## src/rtl/alu_issue_scheduler_pkg.sv

```systemverilog
// Shared types for the ALU issue scheduler: op encoding, source tag and the
// per-stage entry that tracks an operation through the ALU pipeline.
package alu_sched_pkg;

  typedef enum logic {
    OP_ADD = 1'b0,
    OP_MUL = 1'b1
  } alu_op_t;

  typedef logic src_t;

  typedef struct packed {
    logic valid;
    src_t src;
  } sched_entry_t;

  localparam src_t SRC_REQ0 = 1'b0;
  localparam src_t SRC_REQ1 = 1'b1;

  // Round-robin choice: contention goes to rr, otherwise whoever is asking.
  function automatic src_t rr_pick(logic v0, logic v1, src_t rr);
    if (v0 && v1) begin
      return rr;
    end
    return v1 ? SRC_REQ1 : SRC_REQ0;
  endfunction

endpackage

```

## src/rtl/alu_issue_scheduler_if.sv

```systemverilog
// Bundles for the scheduler: requester handshake, ALU drive/return path and
// the response stream.
interface alu_req_if #(
  parameter int WIDTH = 32
);
  import alu_sched_pkg::*;

  logic             valid;
  logic             ready;
  alu_op_t          op;
  logic [WIDTH-1:0] a;
  logic [WIDTH-1:0] b;

  modport master (output valid, op, a, b, input ready);
  modport slave  (input valid, op, a, b, output ready);
endinterface

interface alu_port_if #(
  parameter int WIDTH = 32
);
  import alu_sched_pkg::*;

  alu_op_t          op;
  logic [WIDTH-1:0] a;
  logic [WIDTH-1:0] b;
  logic [WIDTH-1:0] result;

  modport master (output op, a, b, input result);
  modport slave  (input op, a, b, output result);
endinterface

interface alu_resp_if #(
  parameter int WIDTH = 32
);
  import alu_sched_pkg::*;

  logic             valid;
  logic             ready;
  logic [WIDTH-1:0] data;
  src_t             src;

  modport master (output valid, data, src, input ready);
  modport slave  (input valid, data, src, output ready);
endinterface

```

## src/rtl/alu_issue_scheduler_resp_fifo.sv

```systemverilog
// First-word-fall-through response FIFO; head reads as zero while empty so the
// response bus is quiet out of reset.
module resp_fifo #(
  parameter int WIDTH = 33,
  parameter int DEPTH = 4,
  localparam int CW = $clog2(DEPTH + 1)
) (
  input  logic             clk,
  input  logic             reset,
  input  logic             i_push,
  input  logic [WIDTH-1:0] i_data,
  input  logic             i_pop,
  output logic [WIDTH-1:0] o_data,
  output logic             o_empty,
  output logic [CW-1:0]    o_count
);

  localparam int PW = (DEPTH > 1) ? $clog2(DEPTH) : 1;

  logic [WIDTH-1:0] r_mem [DEPTH];
  logic [PW-1:0]    r_wr;
  logic [PW-1:0]    r_rd;
  logic [CW-1:0]    r_count;
  logic             w_full;
  logic             w_push;
  logic             w_pop;

  function automatic logic [PW-1:0] bump(logic [PW-1:0] p);
    return (p == PW'(DEPTH - 1)) ? '0 : p + PW'(1);
  endfunction

  assign o_empty = (r_count == '0);
  assign w_full  = (r_count == CW'(DEPTH));
  assign w_pop   = i_pop && !o_empty;
  assign w_push  = i_push && (!w_full || w_pop);
  assign o_data  = o_empty ? '0 : r_mem[r_rd];
  assign o_count = r_count;

  always_ff @(posedge clk or negedge reset) begin
    if (!reset) begin
      r_wr    <= '0;
      r_rd    <= '0;
      r_count <= '0;
    end else begin
      if (w_push) begin
        r_wr <= bump(r_wr);
      end
      if (w_pop) begin
        r_rd <= bump(r_rd);
      end
      case ({w_push, w_pop})
        2'b10:   r_count <= r_count + CW'(1);
        2'b01:   r_count <= r_count - CW'(1);
        default: r_count <= r_count;
      endcase
    end
  end

  always_ff @(posedge clk) begin
    if (w_push) begin
      r_mem[r_wr] <= i_data;
    end
  end

  // Upstream credit accounting must never let a push meet a full FIFO.
  overflow_a: assert property (@(posedge clk) disable iff (!reset)
                               !(i_push && w_full && !i_pop));

endmodule

```

## src/rtl/alu_issue_scheduler.sv

```systemverilog
// Shares one fixed-latency FP ALU between two requesters: round-robin issue,
// source tracking through a shift pipeline, credit-limited response FIFO.
module alu_issue_scheduler
  import alu_sched_pkg::*;
#(
  parameter int WIDTH      = 32,
  parameter int LAT        = 1,
  parameter int FIFO_DEPTH = 4
) (
  input  logic       clk,
  input  logic       reset,
  alu_req_if.slave   i_req0,
  alu_req_if.slave   i_req1,
  alu_port_if.master o_alu,
  alu_resp_if.master o_resp,
  input  logic       i_drain,
  output logic       o_idle
);

  localparam int CW = $clog2(FIFO_DEPTH + 1);
  localparam int IW = $clog2(LAT + 1);
  localparam int OW = ((CW > IW) ? CW : IW) + 1;

  src_t             r_rr;
  logic             r_started;
  logic [IW-1:0]    r_inflight;
  sched_entry_t     r_pipe [LAT];

  logic             w_anyValid;
  src_t             w_grant;
  logic [OW-1:0]    w_occ;
  logic             w_canIssue;
  logic             w_issue;
  logic             w_fifoPush;
  logic             w_fifoPop;
  logic             w_fifoEmpty;
  logic [CW-1:0]    w_fifoCount;
  logic [WIDTH:0]   w_fifoHead;

  // Credits count every op already committed to a FIFO slot; a pop in the
  // current cycle is deliberately not credited until it is registered.
  assign w_anyValid = i_req0.valid || i_req1.valid;
  assign w_grant    = rr_pick(i_req0.valid, i_req1.valid, r_rr);
  assign w_occ      = OW'(r_inflight) + OW'(w_fifoCount);
  assign w_canIssue = r_started && !i_drain && (w_occ < OW'(FIFO_DEPTH));
  assign w_issue    = w_canIssue && w_anyValid;

  assign i_req0.ready = w_issue && (w_grant == SRC_REQ0);
  assign i_req1.ready = w_issue && (w_grant == SRC_REQ1);

  always_comb begin
    o_alu.op = OP_ADD;
    o_alu.a  = '0;
    o_alu.b  = '0;
    if (w_issue) begin
      if (w_grant == SRC_REQ1) begin
        o_alu.op = i_req1.op;
        o_alu.a  = i_req1.a;
        o_alu.b  = i_req1.b;
      end else begin
        o_alu.op = i_req0.op;
        o_alu.a  = i_req0.a;
        o_alu.b  = i_req0.b;
      end
    end
  end

  always_ff @(posedge clk or negedge reset) begin
    if (!reset) begin
      r_rr       <= SRC_REQ0;
      r_started  <= 1'b0;
      r_inflight <= '0;
    end else begin
      r_started <= 1'b1;
      if (w_issue) begin
        r_rr <= ~w_grant;
      end
      case ({w_issue, w_fifoPush})
        2'b10:   r_inflight <= r_inflight + IW'(1);
        2'b01:   r_inflight <= r_inflight - IW'(1);
        default: r_inflight <= r_inflight;
      endcase
    end
  end

  // One entry per ALU stage; the last stage lines up with alu_result.
  always_ff @(posedge clk or negedge reset) begin
    if (!reset) begin
      for (int i = 0; i < LAT; i++) begin
        r_pipe[i] <= '0;
      end
    end else begin
      r_pipe[0].valid <= w_issue;
      r_pipe[0].src   <= w_issue ? w_grant : SRC_REQ0;
      for (int i = 1; i < LAT; i++) begin
        r_pipe[i] <= r_pipe[i-1];
      end
    end
  end

  assign w_fifoPush = r_pipe[LAT-1].valid;
  assign w_fifoPop  = !w_fifoEmpty && o_resp.ready;

  resp_fifo #(
    .WIDTH (WIDTH + 1),
    .DEPTH (FIFO_DEPTH)
  ) u_resp_fifo (
    .clk     (clk),
    .reset   (reset),
    .i_push  (w_fifoPush),
    .i_data  ({r_pipe[LAT-1].src, o_alu.result}),
    .i_pop   (w_fifoPop),
    .o_data  (w_fifoHead),
    .o_empty (w_fifoEmpty),
    .o_count (w_fifoCount)
  );

  assign o_resp.valid = !w_fifoEmpty;
  assign o_resp.data  = w_fifoHead[WIDTH-1:0];
  assign o_resp.src   = w_fifoHead[WIDTH];
  assign o_idle       = (r_inflight == '0) && w_fifoEmpty;

endmodule

```

## src/flat_wrapper.sv

```systemverilog
// flat-port wrapper written by rule: the top's interface ports become plain ports
module alu_issue_scheduler_flat import alu_sched_pkg::*;
#(
  parameter int WIDTH      = 32,
  parameter int LAT        = 1,
  parameter int FIFO_DEPTH = 4
)
  (clk, reset, i_drain, o_idle, i_req0_valid, i_req0_op, i_req0_a, i_req0_b, i_req0_ready, i_req1_valid, i_req1_op, i_req1_a, i_req1_b, i_req1_ready, o_alu_op, o_alu_a, o_alu_b, o_alu_result, o_resp_valid, o_resp_data, o_resp_src, o_resp_ready);
  alu_req_if #(.WIDTH(WIDTH)) i_req0_i ();
  alu_req_if #(.WIDTH(WIDTH)) i_req1_i ();
  alu_port_if #(.WIDTH(WIDTH)) o_alu_i ();
  alu_resp_if #(.WIDTH(WIDTH)) o_resp_i ();
  input  logic clk;
  input  logic reset;
  input  logic i_drain;
  output logic o_idle;
  input wire logic [$bits(i_req0_i.valid)-1:0] i_req0_valid;
  input wire logic [$bits(i_req0_i.op)-1:0] i_req0_op;
  input wire logic [$bits(i_req0_i.a)-1:0] i_req0_a;
  input wire logic [$bits(i_req0_i.b)-1:0] i_req0_b;
  output wire logic [$bits(i_req0_i.ready)-1:0] i_req0_ready;
  input wire logic [$bits(i_req1_i.valid)-1:0] i_req1_valid;
  input wire logic [$bits(i_req1_i.op)-1:0] i_req1_op;
  input wire logic [$bits(i_req1_i.a)-1:0] i_req1_a;
  input wire logic [$bits(i_req1_i.b)-1:0] i_req1_b;
  output wire logic [$bits(i_req1_i.ready)-1:0] i_req1_ready;
  output wire logic [$bits(o_alu_i.op)-1:0] o_alu_op;
  output wire logic [$bits(o_alu_i.a)-1:0] o_alu_a;
  output wire logic [$bits(o_alu_i.b)-1:0] o_alu_b;
  input wire logic [$bits(o_alu_i.result)-1:0] o_alu_result;
  output wire logic [$bits(o_resp_i.valid)-1:0] o_resp_valid;
  output wire logic [$bits(o_resp_i.data)-1:0] o_resp_data;
  output wire logic [$bits(o_resp_i.src)-1:0] o_resp_src;
  input wire logic [$bits(o_resp_i.ready)-1:0] o_resp_ready;
  assign i_req0_i.valid = i_req0_valid;
  assign i_req0_i.op = i_req0_op;
  assign i_req0_i.a = i_req0_a;
  assign i_req0_i.b = i_req0_b;
  assign i_req0_ready = i_req0_i.ready;
  assign i_req1_i.valid = i_req1_valid;
  assign i_req1_i.op = i_req1_op;
  assign i_req1_i.a = i_req1_a;
  assign i_req1_i.b = i_req1_b;
  assign i_req1_ready = i_req1_i.ready;
  assign o_alu_op = o_alu_i.op;
  assign o_alu_a = o_alu_i.a;
  assign o_alu_b = o_alu_i.b;
  assign o_alu_i.result = o_alu_result;
  assign o_resp_valid = o_resp_i.valid;
  assign o_resp_data = o_resp_i.data;
  assign o_resp_src = o_resp_i.src;
  assign o_resp_i.ready = o_resp_ready;
  alu_issue_scheduler #(.WIDTH(WIDTH), .LAT(LAT), .FIFO_DEPTH(FIFO_DEPTH)) u_core (.clk(clk), .reset(reset), .i_req0(i_req0_i), .i_req1(i_req1_i), .o_alu(o_alu_i), .o_resp(o_resp_i), .i_drain(i_drain), .o_idle(o_idle));
endmodule
```

## config.mk

```make
export PLATFORM = sky130hd
export DESIGN_NAME = alu_issue_scheduler_flat
export DESIGN_NICKNAME = d
export VERILOG_FILES = /design/src/rtl/alu_issue_scheduler_pkg.sv /design/src/rtl/alu_issue_scheduler_if.sv /design/src/rtl/alu_issue_scheduler_resp_fifo.sv /design/src/rtl/alu_issue_scheduler.sv /design/src/flat_wrapper.sv
export SDC_FILE = /design/constraint.sdc
export NUM_CORES = 1
export LEC_CHECK = 0
export BUFFER_PORTS_ARGS = -buffer_cell sky130_fd_sc_hd__buf_2
export CELL_PAD_IN_SITES_DETAIL_PLACEMENT = 1
export CELL_PAD_IN_SITES_GLOBAL_PLACEMENT = 2
export CORE_MARGIN = 3
export CORE_UTILIZATION = 25
export DETAILED_ROUTE_END_ITERATION = 12
export PLACE_DENSITY_LB_ADDON = 0.12
export SYNTH_ARGS = -nofsm -noshare
export SYNTH_HDL_FRONTEND = slang
export SYNTH_SLANG_ARGS = --single-unit
```

## constraint.sdc

```tcl
create_clock -name clk -period 4.5 [get_ports clk]
set_input_delay 0.9 -clock clk [delete_from_list [all_inputs] [get_ports clk]]
set_output_delay 0.9 -clock clk [all_outputs]
set_load 0.01 [all_outputs]
```

==> results.sh, run 1 <==
export IMPL_internal_power_mw=3.174
export IMPL_ir_drop_mv=0.2668
export IMPL_yosysWarnings=0
export IMPL_ys_seq_area_frac=0.6038
export IMPL_wl_met2_um=11640
export IMPL_fin_crit_sh=0.7539
export IMPL_die_h_um=174.1
export IMPL_fillers=3039
export IMPL_grt_max_degree=132
export IMPL_placed_area_um2=8690
export IMPL_clock_power_share=0.282
export IMPL_root_buffer="clkbuf_16"
export IMPL_synthCells=511
export IMPL_drt_wl_total_um=21910
export IMPL_die_w_um=174.1
export IMPL_die_area_um2=30300
export IMPL_top_layer_used="met4"
export IMPL_dr_wl_met3_um=944
export IMPL_rows=60
export IMPL_cp_end_kind="output port"
export IMPL_hold_slack_ps=365.4
export IMPL_cts_tree="done"
export IMPL_dr_pass1_iters=6
export IMPL_r2r_cells=2
export IMPL_drc=0
export IMPL_maxCapViolations=0
export IMPL_startpoint="u_core.u_resp_fifo.r_rd[0]"
export IMPL_area_growth_pct=31.02
export IMPL_synth_area_um2=7062
export IMPL_antenna_found_initial=1
export IMPL_async_reset_ff_frac=0.08333
export IMPL_drtIter0Drc=317
export IMPL_clkSinkCount=144
export IMPL_io_pins=270
export IMPL_regToRegSetupSlack_ps=2240
export IMPL_p_seq_frac=0.377
export IMPL_worstPathRequired_ps=3600
export IMPL_clockBufferDepth=2
export IMPL_setup_tns_ps=0
export IMPL_postRouteAntennaNets=0
export IMPL_relSlewSlack=0.3197
export IMPL_h_tree_depth=4
export IMPL_core_um2=27330
export IMPL_dpl_hpwl_um=14960
export IMPL_synth_nets=685
export IMPL_routed_via_density=4.595
export IMPL_synth_area_per_cell_um2=13.82
export IMPL_grt_pass1_wl_um=33020
export IMPL_pwr_share_comb=0.341
export IMPL_skew_ps=12.24
export IMPL_drv_slew=0
export IMPL_power_leakage_nw=3.594
export IMPL_min_period_ps=3393
export IMPL_portBuffers=269
export IMPL_cts_setup_buffers=0
export IMPL_synth_flop_cell="edfxtp_1"
export IMPL_critPathMaxFanout=21
export IMPL_synth_cell_types=43
export IMPL_grt_setup_unrepaired="false"
export IMPL_finish_net_count=930
export IMPL_hold_buffers=0
export IMPL_clock_latency_ps=410
export IMPL_run_status="completed"
export IMPL_finalHoldViolCount=0
export IMPL_seq_area_um2=4267
export IMPL_ys_ff_latch=144
export IMPL_start_util=0.2584
export IMPL_first_global_vias=5588
export IMPL_path_clk_slew_ps=60
export IMPL_criticalPathCategory="reg -> out"
export IMPL_pwr_density_cell_nw_per_um2=510.3
export IMPL_hold_path_class="in -> async"
export IMPL_cp_data_arrival_time_ps=2490
export IMPL_setup_viol=0
export IMPL_cts_buffers=17
export IMPL_start_kind="flip-flop"
export IMPL_switching_power_mw=1.548
export IMPL_tightest_slew_ps=1021
export IMPL_stdcell_area_um2=9253
export IMPL_grt_total_usage=0.1404
export IMPL_place_gp_congestion=0.7478
export IMPL_fmax_ghz=0.2948
export IMPL_wl_met1_um=9223
export IMPL_vias=5247
export IMPL_route_detailed_wl_per_inst_um=19.18
export IMPL_critical_path_reg2reg_startpoint="u_core.w_fifoPush"
export IMPL_cts_resized=0
export IMPL_drive_above_1_share=0.4525
export IMPL_grt_ovfl_total=0
export IMPL_power_switching_share=0.3279
export IMPL_multi_input_area_um2=2524
export IMPL_synth_edf_count=132
registers in the layout, indices dropped and copies added (netlist names):
register and count:
u_core.u_resp_fifo.r_mem 132, u_core.u_resp_fifo.o_count 3, u_core.u_resp_fifo.r_rd 2, u_core.r_pipe 1, u_core.r_started 1, u_core.w_fifoPush 1, u_core.u_resp_fifo.r_wr 2, u_core.r_inflight 1
u_core.r_rr 1
final timing paths:
kind,to
worst min-delay path,u_core.r_started
worst min register to register,u_core.r_rr
worst max register to register,u_core.u_resp_fifo.r_mem[0][30]
worst max-delay path,o_resp_data[7]
min in group clk,u_core.r_rr
max in group asynchronous,u_core.u_resp_fifo.r_rd[0]
logic make-up after synthesis:
kind of cell,after synthesis,share of synthesized area
compound gates,139,0.1026
other cells,1,0.0005310
buf+inv,57,0.04093
mux,38,0.1169
xor+xnor,4,0.004962
flops,144,0.6038
simple gates,122,0.1185
fa+ha+maj,6,0.01169
critical path, stage by stage, from the launching register on:
cell and delay [ps]:
dfrtp_2 810, buf_4 410, mux4_2 530, and2_1 190
buf_2 150
routing by layer:
| metal | global-route usage | up-vias |
|---|---|---|
| li1 | - | 2452 |
| met1 | 0.1759 | 2652 |
| met2 | 0.2491 | 134 |
| met3 | 0.03080 | 9 |
| met4 | 0.02949 | 0 |
| met5 | 0 | - |
cells in the mapped netlist, types with 2 or more instances:
library cell  number  area, um2
xor2_1             3      26.28
nor2b_1            2      12.51
nand3_1            3      15.01
buf_2              8      40.04
mux4_1             5      131.4
o2111ai_1          2      17.52
nand2b_1           2      12.51
a21oi_1           65      325.3
nand2_1            2      7.510
and2_1            37      231.5
clkbuf_1          29      108.9
inv_1              7      26.28
nor2_1             4      15.01
ha_1               5      62.56
buf_1              5      18.77
mux4_2            28      630.6
o21ai_0           66      330.3
edfxtp_1         132       3964
nand3b_1          65      488.0
mux2_4             2      30.03
buf_4              2      15.01
mux2_2             3      33.78
buf_12             3      60.06
dfrtp_1           12      300.3
metrics by stage:
stage                     utilization  setup WS [ps]  power [mW]  std cells
after floorplan                     -           1831       2.878        511
after global routing           0.3386          918.4       5.005       1142
after global placement         0.3180           1263       3.423       1109
after detailed placement       0.3180           1166       3.472       1109
after CTS                      0.3385           1022       4.810       1141
final                          0.3386           1107       4.722       1142
layout by cell type (no fill, tap or decap), types with 2 or more instances in the layout:
cell type   count
nand3b_1       65
o21ai_0        66
dfrtp_1        10
ha_1            5
mux2_4          2
nand3_1         3
nor2_1          4
nor2b_1         2
mux2_2          3
mux4_2         28
clkbuf_1        2
nand2_1         2
clkinvlp_4      4
buf_2         269
and2_1         33
dfrtp_2         2
mux4_1          5
inv_6           5
xor2_1          3
inv_1           7
edfxtp_1      132
clkbuf_16      17
a21oi_1        65
nand2b_1        2
buf_4           5
and2_2          4
o2111ai_1       2
power groups by stage:
| stage | clock, mW | sequential [mW] | combinational (mW) |
|---|---|---|---|
| 2_1_floorplan | 0 | 1.66 | 1.22 |
| 6_report | 1.33 | 1.78 | 1.61 |
| 4_1_cts | 1.36 | 1.79 | 1.66 |
| 3_5_place_dp | 0 | 1.82 | 1.65 |
| 5_1_grt | 1.42 | 1.81 | 1.77 |
| 3_3_place_gp | 0 | 1.81 | 1.62 |
cell type report:
type	instances	area share
Sequential cell	144	0.4611
Inverter	8	0.003245
Multi-Input combinational cell	310	0.2728
Timing Repair Buffer	275	0.1517
Clock buffer	19	0.04679
Clock inverter	13	0.01379
Tap cell	372	0.05030
Antenna cell	1	0.0002705
Power figures use the tool's default switching activity.
==> run 2: changes to the inputs <==
clock period = 3.6 ns   (was 4.5 ns; I/O delays follow)
==> run 2 against run 1 <==
Combinational power grew 35%; sequential cell count is the same; register-to-register slack lost 1300 ps; first-iteration DRC count shrank 19%; design area grew 1.8%; count of clock-buffer cells in the layout shrank 2; critical endpoint is now o_resp_data[28]; setup slack lost 540 ps; global-route usage grew 0.73 points; highest routed layer is now met5; largest cell class unchanged; worst hold slack lost 170 ps; wire length grew 4.8%; final cell count grew 1.1%; via count grew 2.4%.
==> results.sh, run 2 (synthesis gave the netlist of run 1 again) <==
export IMPL_crit_family="simple AND/OR/NAND/NOR gates"
export IMPL_dr_pass1_iters=6
export IMPL_largest_reg_flops=132
export IMPL_io_pins=270
export IMPL_core_um2=27330
export IMPL_hold_path_class="in -> async"
export IMPL_r2r_cells=6
export IMPL_power_leakage_nw=3.705
export IMPL_run_status="completed"
export IMPL_worstPathRequired_ps=2880
export IMPL_root_buffer="clkbuf_16"
export IMPL_crit_chain="or3_1, buf_4, and2_1, buf_2"
export IMPL_dpl_hpwl_um=16420
export IMPL_cp_data_arrival_time_ps=2310
export IMPL_finish_net_count=943
export IMPL_criticalPathCategory="reg -> out"
export IMPL_routed_via_density=4.650
export IMPL_mostFrequentLayoutCells="buf_2 (269), edfxtp_1 (132), o21ai_0 (66)"
export IMPL_fin_crit_sh=0.8421
export IMPL_tightest_slew_ps=993.5
export IMPL_cts_tree="done"
export IMPL_worst_path_largest_cell_delay_ps=810
export IMPL_grt_setup_unrepaired="false"
export IMPL_postRouteAntennaNets=0
export IMPL_path_clk_slew_ps=60
export IMPL_grt_max_degree=101
export IMPL_drtIter0Drc=258
export IMPL_drc=0
export IMPL_drt_wl_total_um=22960
export IMPL_ir_drop_mv=0.2396
export IMPL_r2r_end="u_core.u_resp_fifo.o_count[2]"
export IMPL_clock_latency_ps=420
export IMPL_fin_util=0.3448
export IMPL_start_util=0.2584
export IMPL_hold_buffers=0
export IMPL_grt_pass1_wl_um=34470
export IMPL_setup_tns_ps=0
export IMPL_multi_input_area_um2=2524
export IMPL_post_place_ws_ps=641.8
export IMPL_die_h_um=174.1
export IMPL_relSlewSlack=0.3377
export IMPL_drive_above_1_share=0.4629
export IMPL_die_w_um=174.1
export IMPL_finalHoldViolCount=0
export IMPL_start_kind="flip-flop"
export IMPL_critical_path_reg2reg_startpoint="u_core.u_resp_fifo.o_count[2]"
export IMPL_cts_resized=0
export IMPL_cts_setup_buffers=0
export IMPL_dp_cells=1122
export IMPL_worst_slack_ps=568.6
export IMPL_clockBufferDepth=2
export IMPL_area_growth_pct=33.43
export IMPL_die_area_um2=30300
export IMPL_stdcell_count=1155
export IMPL_pwr_density_cell_nw_per_um2=647.8
export IMPL_fmax_ghz=0.3299
export IMPL_setup_viol=0
export IMPL_portBuffers=269
export IMPL_skew_ps=9.697
export IMPL_grt_total_usage=0.1477
export IMPL_seq_area_um2=4267
export IMPL_place_gp_congestion=0.7863
export IMPL_fillers=3046
export IMPL_critPathMaxFanout=24
export IMPL_first_global_vias=5853
export IMPL_antenna_found_initial=2
export IMPL_cts_buffers=17
export IMPL_cp_num_buf_inv=2
export IMPL_mostFrequentLayoutCell="buf_2"
export IMPL_cp_end_kind="output port"
export IMPL_min_period_ps=3031
export IMPL_maxCapViolations=0
export IMPL_drv_slew=0
export IMPL_rows=60
export IMPL_route_detailed_wl_per_inst_um=19.88
export IMPL_grt_ovfl_total=0
export IMPL_clkSinkCount=144
export IMPL_regToRegSetupSlack_ps=950
export IMPL_vias=5371
export IMPL_hold_slack_ps=190.7
export IMPL_slowest_stage="or3_1"
export IMPL_h_tree_depth=4
export IMPL_regMostFlops="u_core.u_resp_fifo.r_mem"
## run 2: cell types whose count changed in the layout (fill, tap and decap cells not counted), sizes merged
| cell | before | now |
|---|---|---|
| clkbuf | 19 | 17 |
| clkinv | 2 | 7 |
| bufinv | 1 | 3 |
| inv | 14 | 12 |
| clkinvlp | 4 | 1 |
| buf | 275 | 288 |
## run 2: where the power goes
group          switching (mW)  total (mW)  internal, mW
combinational            1.13        2.17          1.05
clock                   0.713        1.81          1.10
sequential              0.129        2.12          1.99
## run 2: worst max-delay path by stage
stage                                             start                        endpoint  cells after the start
after floorplan                            o_resp_ready  u_core.u_resp_fifo.r_mem[0][0]                      3
after global placement                     i_req1_valid                     o_alu_b[23]                      5
after detailed placement                   i_req0_valid                     o_alu_b[23]                      6
after CTS                 u_core.u_resp_fifo.o_count[2]                 o_resp_data[28]                      4
after global routing      u_core.u_resp_fifo.o_count[2]                 o_resp_data[15]                      4
final                     u_core.u_resp_fifo.o_count[2]                 o_resp_data[28]                      4
## run 2: through the flow
| step | total power [mW] | area [um2] |
|---|---|---|
| 6_report | 6.104 | 9423 |
| 5_1_grt | 6.493 | 9423 |
| 4_1_cts | 6.243 | 9420 |
| 3_5_place_dp | 4.396 | 8812 |
| 3_3_place_gp | 4.325 | 8812 |
| 2_1_floorplan | 3.597 | 7062 |
## run 2: final cells by class
cell class	count	share of cell area
Antenna cell	1	0.0002656
Clock buffer	17	0.04515
Clock inverter	15	0.01939
Inverter	8	0.003187
Multi-Input combinational cell	310	0.2678
Sequential cell	144	0.4528
Tap cell	372	0.04940
Timing Repair Buffer	288	0.1620
## run 2: layer usage
| metal | GRT usage | share of wire |
|---|---|---|
| met3 | 0.03298 | 0.045 |
| met1 | 0.1809 | 0.42 |
| met4 | 0.04457 | 0.021 |
| met2 | 0.2598 | 0.52 |
| met5 | 0 | 0.00048 |
## run 2: worst reg2reg max path, stage by stage, from the launching register on
cell and delay, ps:
dfrtp_1 430, or3_1 800, nand2_1 180, fa_1 520
nor3b_1 290, o32ai_1 130, o21bai_1 170
==> run 3: changes to the inputs <==
ABC_AREA = 1   (was default)
clock period = 2.85 ns   (was 3.6 ns; I/O delays follow)
==> run 3 against run 2 <==
Synthesized cell count grew 36%; sequential share of layout area grew 1.3 points; sequential power grew 21%; sequential cell count is the same; critical path type unchanged; critical endpoint is now o_resp_data[2]; largest cell class unchanged; largest power group unchanged; highest routed layer unchanged.
==> results.sh, run 3 <==
export IMPL_synthCells=694
export IMPL_clkSinkCount=144
export IMPL_grt_total_usage=0.1627
export IMPL_synth_nets=868
export IMPL_ir_drop_mv=0.4244
export IMPL_synth_area_per_cell_um2=9.741
export IMPL_postRouteAntennaNets=0
export IMPL_cts_buffers=17
export IMPL_min_period_ps=2619
export IMPL_rows=59
export IMPL_criticalPathCategory="reg -> out"
export IMPL_power_leakage_nw=3.871
export IMPL_grt_ovfl_total=0
export IMPL_stdcell_count=1299
export IMPL_critical_path_reg2reg_startpoint="u_core.u_resp_fifo.o_count[0]"
export IMPL_area_growth_pct=35.50
export IMPL_ys_ff_latch=144
export IMPL_synth_top_area_cell="edfxtp_1"
export IMPL_drc=0
export IMPL_finish_net_count=1124
export IMPL_regMostFlops="u_core.u_resp_fifo.r_mem"
export IMPL_mostFrequentLayoutCells="buf_2 (269), nor2_1 (139), edfxtp_1 (132)"
export IMPL_drtIter0Drc=272
export IMPL_path_clk_slew_ps=60
export IMPL_drt_wl_total_um=24100
export IMPL_die_w_um=170.4
export IMPL_internal_power_mw=5.007
export IMPL_pwr_share_comb=0.388
export IMPL_io_pins=270
export IMPL_switching_power_mw=2.960
export IMPL_pwr_density_cell_nw_per_um2=869.8
export IMPL_synth_cell_types=24
export IMPL_startpoint="u_core.u_resp_fifo.r_rd[0]"
export IMPL_grt_setup_unrepaired="false"
export IMPL_power_switching_share=0.3715
export IMPL_synth_edf_count=132
export IMPL_routed_via_density=4.611
export IMPL_netlist_top_cells_count="nor2_1 (143), edfxtp_1 (132), a21oi_1 (103)"
export IMPL_drive_above_1_share=0.3427
export IMPL_dr_pass1_iters=4
export IMPL_synth_flop_cell="edfxtp_1"
export IMPL_die_area_um2=29050
export IMPL_async_reset_ff_frac=0.08333
export IMPL_hold_buffers=0
export IMPL_hold_path_class="in -> async"
export IMPL_grt_max_degree=56
export IMPL_dp_cells=1266
export IMPL_dpl_hpwl_um=16760
export IMPL_maxCapViolations=0
export IMPL_clock_latency_ps=420
export IMPL_relSlewSlack=0.6290
export IMPL_start_kind="flip-flop"
export IMPL_first_global_vias=6093
export IMPL_synth_area_leaders="edfxtp_1 (59%), nor2_1 (7.9%), a21oi_1 (7.6%), nand3_1 (5.3%), o21ai_0 (5.0%)"
export IMPL_tightest_slew_ps=556.4
export IMPL_drv_slew=0
export IMPL_mostFrequentLayoutCell="buf_2"
export IMPL_root_buffer="clkbuf_16"
export IMPL_setup_viol=0
export IMPL_clockBufferDepth=2
export IMPL_fin_crit_sh=0.9191
export IMPL_cts_tree="done"
export IMPL_h_tree_depth=4
export IMPL_cp_end_kind="output port"
export IMPL_place_gp_congestion=0.7378
export IMPL_worstPathRequired_ps=2280
export IMPL_yosysWarnings=0
export IMPL_critPathMaxFanout=34
export IMPL_finalHoldViolCount=0
export IMPL_setup_tns_ps=0
export IMPL_clock_power_share=0.291
export IMPL_grt_pass1_wl_um=35840
export IMPL_vias=5990
export IMPL_skew_ps=11.50
export IMPL_synth_most_common_cell="nor2_1"
export IMPL_run_status="completed"
export IMPL_core_um2=26350
export IMPL_portBuffers=269
export IMPL_synth_area_um2=6760
export IMPL_die_h_um=170.4
export IMPL_p_seq_frac=0.321
export IMPL_largest_reg_flops=132
export IMPL_fmax_ghz=0.3818
export IMPL_antenna_found_initial=5
export IMPL_start_util=0.2565
export IMPL_route_detailed_wl_per_inst_um=18.55
export IMPL_ys_seq_area_frac=0.6308
export IMPL_cp_data_arrival_time_ps=2050
export IMPL_synth_top_cell_area_share=0.5863
[run 3: cell types whose count changed after synthesis, sizes merged, moves of 12 or more]
cell	before	now
nor2	4	144
a21oi	65	103
and2	37	0
buf	19	31
nand3b	65	0
nand3	3	71
nand2	2	81
mux4	33	0
[run 3: power groups by stage]
stage          Clock, mW  Combinational [mW]  Sequential, mW
2_1_floorplan          0                1.89            2.58
3_3_place_gp           0                3.16            2.60
3_5_place_dp           0                3.17            2.60
4_1_cts             2.39                3.18            2.56
5_1_grt             2.49                3.50            2.58
6_report            2.32                3.09            2.56
[run 3: worst paths after layout]
kind / end / slack (ps) / cells past startpoint
setup / recovery: o_resp_data[2] / 230 / 5
hold / removal: u_core.u_resp_fifo.o_count[0] / 50 / 1
setup reg to reg: u_core.u_resp_fifo.r_mem[2][13] / 1010 / 6
hold reg to reg: u_core.u_resp_fifo.r_mem[2][32] / 510 / 0
max in group asynchronous: u_core.u_resp_fifo.r_rd[0] / 2540 / 1
min in group clk: u_core.u_resp_fifo.r_mem[3][18] / 370 / 1
[run 3: worst max-delay path: stages, from the launching register on]
cell,delay (ps)
dfrtp_2,420
inv_2,180
buf_4,370
o21ai_0,150
a21oi_1,310
buf_2,200
[run 3: cell type report]
cell class	instances	area, um2
fill	3058	17190
sequential	144	4265
multi-input combinational	480	2222
timing repair buffer	290	1570
clock buffer	18	429.2
tap	335	419.2
clock inverter	14	187.7
inverter	17	63.81
antenna	1	2.502
[run 3: stage by stage]
stage / worst slack [ps] / hold slack [ps] / utilization / cell area (um2) / power, mW
3_5_place_dp: 436.2 / 489.3 / 0.3239 / 8537 / 5.774
4_1_cts: 179.7 / 35.32 / 0.3473 / 9154 / 8.124
3_3_place_gp: 407.0 / 484.5 / 0.3239 / 8537 / 5.760
2_1_floorplan: 272.8 / 274.4 / - / 6760 / 4.468
5_1_grt: 68.56 / 39.17 / 0.3476 / 9160 / 8.571
6_report: 230.7 / 46.32 / 0.3476 / 9160 / 7.968
[run 3: what timing repair did]
item,4_1_cts,5_1_grt
setup buffers,0,0
gates resized for setup,0,1
endpoints found under the setup margin,0,1
[run 3: logic make-up after synthesis]
logic type      after synthesis  share of synthesized area
simple gates                299                     0.1805
compound gates              172                     0.1273
flops                       144                     0.6308
buf+inv                      70                    0.04608
fa+ha+maj                     6                    0.01222
xor+xnor                      2                   0.002592
other cells                   1                  0.0005547
[run 3: metal layers]
metal  wire (um)  GRT usage
met5          41          0
met4         333    0.04268
met3        1099    0.04530
met2       12090     0.2679
met1       10530     0.2120
